--- src/rtl/addr_seq_ctrl.sv ---
// Address sequencer: maps a region index to a base address and streams one 14-bit
// address per valid/ready handshake for the commanded word count.
module addr_seq_ctrl #(
    parameter int unsigned STRIDE = 1,
    parameter int unsigned LEN_W  = 13
) (
    input  logic             clk_i,
    input  logic             rst_i,
    input  logic             cmd_valid_i,
    output logic             cmd_ready_o,
    input  logic [3:0]       cmd_index_i,
    input  logic [LEN_W-1:0] cmd_len_i,
    input  logic             abort_i,
    output logic [13:0]      addr_o,
    output logic             addr_valid_o,
    input  logic             addr_ready_i,
    output logic             addr_last_o,
    output logic             busy_o,
    output logic             done_o,
    output logic             aborted_o
);

    localparam logic [13:0] StrideW = 14'(STRIDE);

    typedef enum logic [1:0] {StIdle, StRun, StFin} state_e;

    state_e             state_q, state_d;
    logic [13:0]        addr_q, addr_d;
    logic [LEN_W-1:0]   rem_q, rem_d;
    logic               abort_q, abort_d;
    logic [13:0]        base;
    logic               cmd_accept, beat, last_beat;

    assign cmd_accept = (state_q == StIdle) && cmd_valid_i;
    assign beat       = (state_q == StRun) && addr_ready_i;
    assign last_beat  = beat && (rem_q == LEN_W'(1));
    assign base       = (cmd_index_i < 4'd4) ? {cmd_index_i[1:0], 12'h000}
                                             : {10'd0, cmd_index_i};

    always_ff @(posedge clk_i) begin
        if (rst_i) begin
            state_q <= StIdle;
        end else begin
            state_q <= state_d;
        end
    end

    always_comb begin
        state_d = state_q;
        unique case (state_q)
            StIdle: begin
                if (cmd_valid_i) begin
                    state_d = (cmd_len_i == '0) ? StFin : StRun;
                end
            end
            StRun: begin
                if (last_beat || abort_i) begin
                    state_d = StFin;
                end
            end
            StFin:   state_d = StIdle;
            default: state_d = StIdle;
        endcase
    end

    // A beat that completes the burst wins over a simultaneous abort.
    always_comb begin
        addr_d  = addr_q;
        rem_d   = rem_q;
        abort_d = abort_q;
        if (cmd_accept) begin
            addr_d  = base;
            rem_d   = cmd_len_i;
            abort_d = 1'b0;
        end else if (state_q == StRun) begin
            if (beat) begin
                addr_d = addr_q + StrideW;
                rem_d  = rem_q - LEN_W'(1);
            end
            abort_d = abort_i && !last_beat;
        end
    end

    always_ff @(posedge clk_i) begin
        if (rst_i) begin
            addr_q  <= '0;
            rem_q   <= '0;
            abort_q <= 1'b0;
        end else begin
            addr_q  <= addr_d;
            rem_q   <= rem_d;
            abort_q <= abort_d;
        end
    end

    always_comb begin
        cmd_ready_o  = 1'b0;
        addr_valid_o = 1'b0;
        addr_last_o  = 1'b0;
        busy_o       = 1'b1;
        done_o       = 1'b0;
        aborted_o    = 1'b0;
        unique case (state_q)
            StIdle: begin
                cmd_ready_o = 1'b1;
                busy_o      = 1'b0;
            end
            StRun: begin
                addr_valid_o = 1'b1;
                addr_last_o  = (rem_q == LEN_W'(1));
            end
            StFin: begin
                done_o    = !abort_q;
                aborted_o = abort_q;
            end
            default: busy_o = 1'b1;
        endcase
    end

    assign addr_o = addr_q;

endmodule

--- config.mk ---
export PLATFORM = sky130hd
export DESIGN_NAME = addr_seq_ctrl
export DESIGN_NICKNAME = d
export VERILOG_FILES = /design/src/rtl/addr_seq_ctrl.sv
export SDC_FILE = /design/constraint.sdc
export NUM_CORES = 1
export LEC_CHECK = 0
export BUFFER_PORTS_ARGS = -buffer_cell sky130_fd_sc_hd__buf_2
export CAP_MARGIN = 20
export CELL_PAD_IN_SITES_DETAIL_PLACEMENT = 1
export CELL_PAD_IN_SITES_GLOBAL_PLACEMENT = 1
export CORE_MARGIN = 2
export CORE_UTILIZATION = 30
export DETAILED_ROUTE_END_ITERATION = 12
export GPL_ROUTABILITY_DRIVEN = 0
export PLACE_DENSITY = 0.67
export SLEW_MARGIN = 15
export SYNTH_ARGS = -nofsm -noshare
export SYNTH_HDL_FRONTEND = slang
export SYNTH_SLANG_ARGS = --single-unit
--- constraint.sdc ---
create_clock -name clk_i -period 4.4 [get_ports clk_i]
set_clock_uncertainty 0.1 [all_clocks]
set_input_delay 0.88 -clock clk_i [delete_from_list [all_inputs] [get_ports clk_i]]
set_output_delay 0.88 -clock clk_i [all_outputs]
set_load 0.01 [all_outputs]
==> results of run 1 <==
==> state kept, by name (all words and copies together) (netlist names) <==
| name | cells |
|---|---|
| addr_o | 14 |
| rem_q | 13 |
| state_q | 2 |
| abort_q | 1 |
==> where the power goes <==
| group | total (mW) | internal, mW | leakage, nW | switching, mW |
|---|---|---|---|---|
| clock | 0.208 | 0.106 | 0.0438 | 0.102 |
| sequential | 0.318 | 0.289 | 0.245 | 0.0286 |
| combinational | 0.154 | 0.0665 | 0.507 | 0.0873 |
==> Yosys cell counts, types with 4 or more instances <==
cell	number
nor3b_1	4
a21oi_1	9
o21ai_0	7
a22oi_1	5
nor2_1	25
nand2_1	15
or3_1	5
a32oi_1	4
inv_1	10
clkbuf_1	7
nand3_1	8
xnor2_1	9
or4_1	8
or2_2	4
dfxtp_1	30
nor4_1	11
nor3_1	6
a31oi_1	8
==> worst min-delay path: cells and delay by family, from the launching register on <==
| kind | cells | cell delay, ns |
|---|---|---|
| AOI/OAI and AO/OA | 2 | 0.14 |
| DFF | 1 | 0.33 |
==> how the worst max path moves through the flow <==
stage               slack [ns]    startpoint     endpoint
floorplan                 2.30      rem_q[8]  addr_last_o
global placement          1.78  addr_ready_i   addr_o[11]
detailed placement        1.68  addr_ready_i   addr_o[11]
CTS                       1.75      rem_q[0]  addr_last_o
global route              1.64      rem_q[0]  addr_last_o
finish                    1.75      rem_q[0]  addr_last_o
==> cells by family (layout without fill, tap and decap cells) <==
logic type / after synthesis / after routing / share of synthesized area [%]
simple gates: 107 / 107 / 33.5
mux: 1 / 1 / 0.555
buf+inv: 21 / 60 / 5.97
flops: 30 / 30 / 33.3
compound gates: 53 / 53 / 20.2
xor+xnor: 9 / 9 / 4.37
fa+ha+maj: 3 / 3 / 2.08
==> through the flow <==
stage / std cells / power [mW]
2_1_floorplan: 224 / 0.424
3_3_place_gp: 331 / 0.475
3_5_place_dp: 331 / 0.477
4_1_cts: 338 / 0.691
5_1_grt: 338 / 0.724
6_report: 338 / 0.679
==> routing by layer <==
metal  vias to the layer above  GRT usage (%)
met2                        54           25.4
met4                         0           5.08
li1                        928              -
met5                         -              0
met1                       865           25.8
met3                         7           3.41
==> cell type report <==
type / instances / area (sq um)
Fill cell: 743 / 3720
Multi-Input combinational cell: 173 / 1090
Sequential cell: 30 / 601
Timing Repair Buffer: 43 / 220
Tap cell: 75 / 93.8
Clock buffer: 5 / 68.8
Inverter: 10 / 37.5
Clock inverter: 2 / 10.0
==> flow_summary.ini, run 1 <==
[yosys]
yosysTopAreaCellShare_pct = 33.3
synth_edf_count = 0
syn_nets = 249
ys_ff_latch = 30
syn_avg_cell_area_sq_um = 8.05
ys.warnings.count = 0
netlist_top_cells_area = dfxtp_1 (33%), nor2_1 (5.2%), xnor2_1 (4.4%)
ys_seq_area_share_pct = 33.3
yosysUniqueCellTypes = 50
synthCells = 224
netlist_area_sq_um = 1800
synth_flop_cell = dfxtp_1
synth_top_cell_by_area = dfxtp_1
synth-async-reset-ratio_pct = 0

[cts]
cts.root.buffer_cell = clkbuf_8
cts_setup_buffers = 0
cts_htree_levels = 2
cts_tree = built
worst_skew_pair.late_latency_ns = 0.28
cts_hold_buf = 0
clock_sinks = 30
ctsResizeCount = 0
cts_buffers = 5
cts_buffer_depth = 2
path_clk_slew_ns = 0.06

[critical_path]
cp.arrival_ns = 1.67
rr_endpoint = addr_o[11]
path_max_fanout = 6
r2r_cells = 4
cp_top_family = simple AND/OR/NAND/NOR gates
path_depth = 5
worst-setup-path-type = reg -> out
crit_chain = ha_1, nor4b_1, nand3_1, nor2_1, buf_2
max_stage_delay_ns = 0.43
cp.required_ns = 3.42
critPathBufInv = 1
endpoint_kind = primary output
timing.rr.start = state_q[0]
cp_slowest_cell = dfxtp_1
startpoint_type = flop
r2r_slack_ns = 2.11

[floorplan]
rows = 28
die_y_um = 81.5
die_width_um = 81.5
initial_utilization_pct = 30.8
core_area_sq_um = 5850
io-pin-count = 42
die-area_sq_um = 6650

[global_route]
antenna_found_initial = 0
grtUsageTotal_pct = 17.5
grt_pass1_vias = 1707
grt_max_degree = 28
grt_pass1_wl_um = 8960
grt-ovfl-total = 0

[placed_design]
post-place-ws_ns = 1.68
placed_cell_area_sq_um = 2050
place_hpwl_um = 3950
portBuffers = 41

[layout]
layout_commonest_cell = buf_2
final_cell_mix = buf_2 (41), dfxtp_1 (30), nor2_1 (25), nand2_1 (15), nor4_1 (11)
n_antenna_cell = 0
syn_to_final_growth_pct = 17.9
design_area_sq_um = 2130
final_util_pct = 36.3
drive_above_1_share_pct = 22.4
layout.nets = 288

[flow_run]
max_cap_violations = 0

[power]
p_leak_nw = 0.796
irDropWorstVdd_mv = 0.142
power_per_cell_area_nw_per_um2 = 320

[routing]
highest_layer = met4
drc_errors = 0
wirelength_um = 5320
viasPerCell = 5.49
vias = 1854
ant_nets = 0
routedWlPerCell_um = 15.7
drt-pass1-iter-count = 4
met3_length_um = 230
wl_met1_um = 2770
wl_met2_um = 2260
initialDrtViolationCount = 87

[sta]
setup_slack_ns = 1.75
post-route-period-util_pct = 60.3
drv_slew = 0
hold_ws_ns = 0.420
slew_headroom_pct = 56.3
max_freq_ghz = 0.377
setup_viol = 0
fin_setup_tns_ns = 0
hold_violations = 0
rsz0062_at_grt = false
tightest_slew_ns = 0.653
period_needed_ns = 2.65

[worst_hold_path]
holdCritPathClass = reg -> reg
whs_endpoint = rem_q[7]
min_path_cells = 2
min_from = rem_q[7]

[status]
outcome = complete, no violations
No activity file was read; power rests on OpenSTA's default activity.
==> run 2, diff against run 1 <==
==> constraint.sdc (replaced) <==
create_clock -name clk_i -period 2.5 [get_ports clk_i]
set_clock_uncertainty 0.1 [all_clocks]
set_input_delay 0.5 -clock clk_i [delete_from_list [all_inputs] [get_ports clk_i]]
set_output_delay 0.5 -clock clk_i [all_outputs]
set_load 0.01 [all_outputs]
==> run 2 against run 1 <==
Compared with the run above:
- critical path type unchanged
- sequential power grew 75%
- final area grew 2.8%
- register-to-register slack lost 1.7 ns
- via count grew 1.1%
==> flow_summary.ini, run 2 (synthesis results as in run 1) <==
[critical_path]
crit_chain = ha_1, nor4b_2, nand3_1, nor2_1, buf_2
rr_endpoint = addr_o[10]
cp_slowest_cell = dfxtp_1
worst-setup-path-type = reg -> out
endpoint_kind = primary output
cp.arrival_ns = 1.58
path_max_fanout = 6
startpoint_type = flop
r2r_slack_ns = 0.41
max_stage_delay_ns = 0.41
cp.required_ns = 1.90
timing.rr.start = state_q[0]
r2r_cells = 4

[routing]
ant_nets = 0
viasPerCell = 5.45
drc_errors = 0
routedWlPerCell_um = 16.4
wirelength_um = 5650
drt-pass1-iter-count = 4
vias = 1874
initialDrtViolationCount = 86

[cts]
cts_buffer_depth = 2
cts_hold_buf = 0
cts_setup_buffers = 0
worst_skew_pair.late_latency_ns = 0.28
cts_htree_levels = 2
path_clk_slew_ns = 0.07
cts.root.buffer_cell = clkbuf_8
cts_buffers = 5
cts_tree = built
clock_sinks = 30

[sta]
fin_setup_tns_ns = 0
drv_slew = 0
rsz0062_at_grt = false
post-route-period-util_pct = 87.0
setup_viol = 0
max_freq_ghz = 0.460
hold_violations = 0
tightest_slew_ns = 0.609
period_needed_ns = 2.18
slew_headroom_pct = 59.0
setup_slack_ns = 0.324

[worst_hold_path]
min_path_cells = 3
holdCritPathClass = in -> reg
whs_endpoint = rem_q[1]
min_from = cmd_len_i[1]

[floorplan]
die_y_um = 81.5
die_width_um = 81.5
initial_utilization_pct = 30.8
rows = 28
die-area_sq_um = 6650
core_area_sq_um = 5850
io-pin-count = 42

[power]
p_leak_nw = 0.826
clkPwrFrac_pct = 33.0
power_per_cell_area_nw_per_um2 = 578
p_sw_mw = 0.406
p_int_mw = 0.857
swShare_pct = 32.2
irDropWorstVdd_mv = 0.220
power_frac_seq_pct = 44.0
pwr-share-comb_pct = 23.0

[global_route]
grt_pass1_vias = 1871
grt-ovfl-total = 0
grt_max_degree = 28
grt_pass1_wl_um = 9520
grtUsageTotal_pct = 18.7
antenna_found_initial = 0

[layout]
nFillCells = 736
final_util_pct = 37.4
n_antenna_cell = 0
register_area_sq_um = 601
syn_to_final_growth_pct = 21.2
largest_register_ffs = 14
layout.nets = 293
final_cell_mix = buf_2 (41), dfxtp_1 (30), nor2_1 (25), nand2_1 (15), nor4_1 (11)
design_area_sq_um = 2190
layout_commonest_cell = buf_2
multi_input_area_sq_um = 1100
drive_above_1_share_pct = 24.5

[placed_design]
place_hpwl_um = 4170
portBuffers = 41
post-place-ws_ns = 0.414
placed_cell_area_sq_um = 2080

[status]
outcome = complete, no violations

[flow_run]
max_cap_violations = 0
[run 2: what timing repair did]
item | in CTS | in global routing
resized for setup | 0 | 1
endpoints found under the hold margin | 0 | 0
setup endpoints to repair | 0 | 1
[run 2: stage by stage]
stage	std cells	hold WS, ns	total power, mW
global route	344	0.400	1.35
finish	344	0.376	1.26
global placement	336	0.392	0.852
CTS	344	0.373	1.28
detailed placement	336	0.393	0.855
floorplan	224	0.383	0.747
[run 2: final cells by class]
class / instances / share of cell area (%)
clock buffers: 6 / 3.78
clock inverters: 2 / 0.572
inverters: 10 / 1.72
multi-input cells: 173 / 50.4
flip-flops and latches: 30 / 27.5
well taps: 75 / 4.29
repair buffers: 48 / 11.8
[run 2: worst max path at each step]
| stage | start | end |
|---|---|---|
| final | rem_q[0] | addr_last_o |
| after global routing | rem_q[0] | addr_last_o |
| after CTS | rem_q[0] | addr_last_o |
| after detailed placement | cmd_valid_i | addr_o[13] |
| after global placement | cmd_valid_i | addr_o[10] |
| after floorplan | rem_q[0] | rem_q[10] |
[run 2: power groups by stage]
stage                     Combinational, mW  Sequential, mW  Clock [mW]
after floorplan                       0.194           0.553           0
after global placement                0.288           0.564           0
after detailed placement              0.290           0.565           0
after CTS                             0.292           0.555       0.432
after global routing                  0.327           0.564       0.458
final                                 0.291           0.556       0.417
[run 2: critical path, delay by kind of cell, from the launching register on]
kind	cells	cell delay (ns)
adders and majority gates	1	0.18
and+or+nand+nor	3	0.55
buffers and inverters	1	0.14
DFF	1	0.41
[run 2: layer usage]
layer  part of all wire, %  wire length [um]  global-route usage [%]
met5                     0                 0                       0
met4                   1.5                84                    5.08
met1                    52              2950                    28.1
met2                    42              2390                    26.8
met3                   3.9               218                    3.52
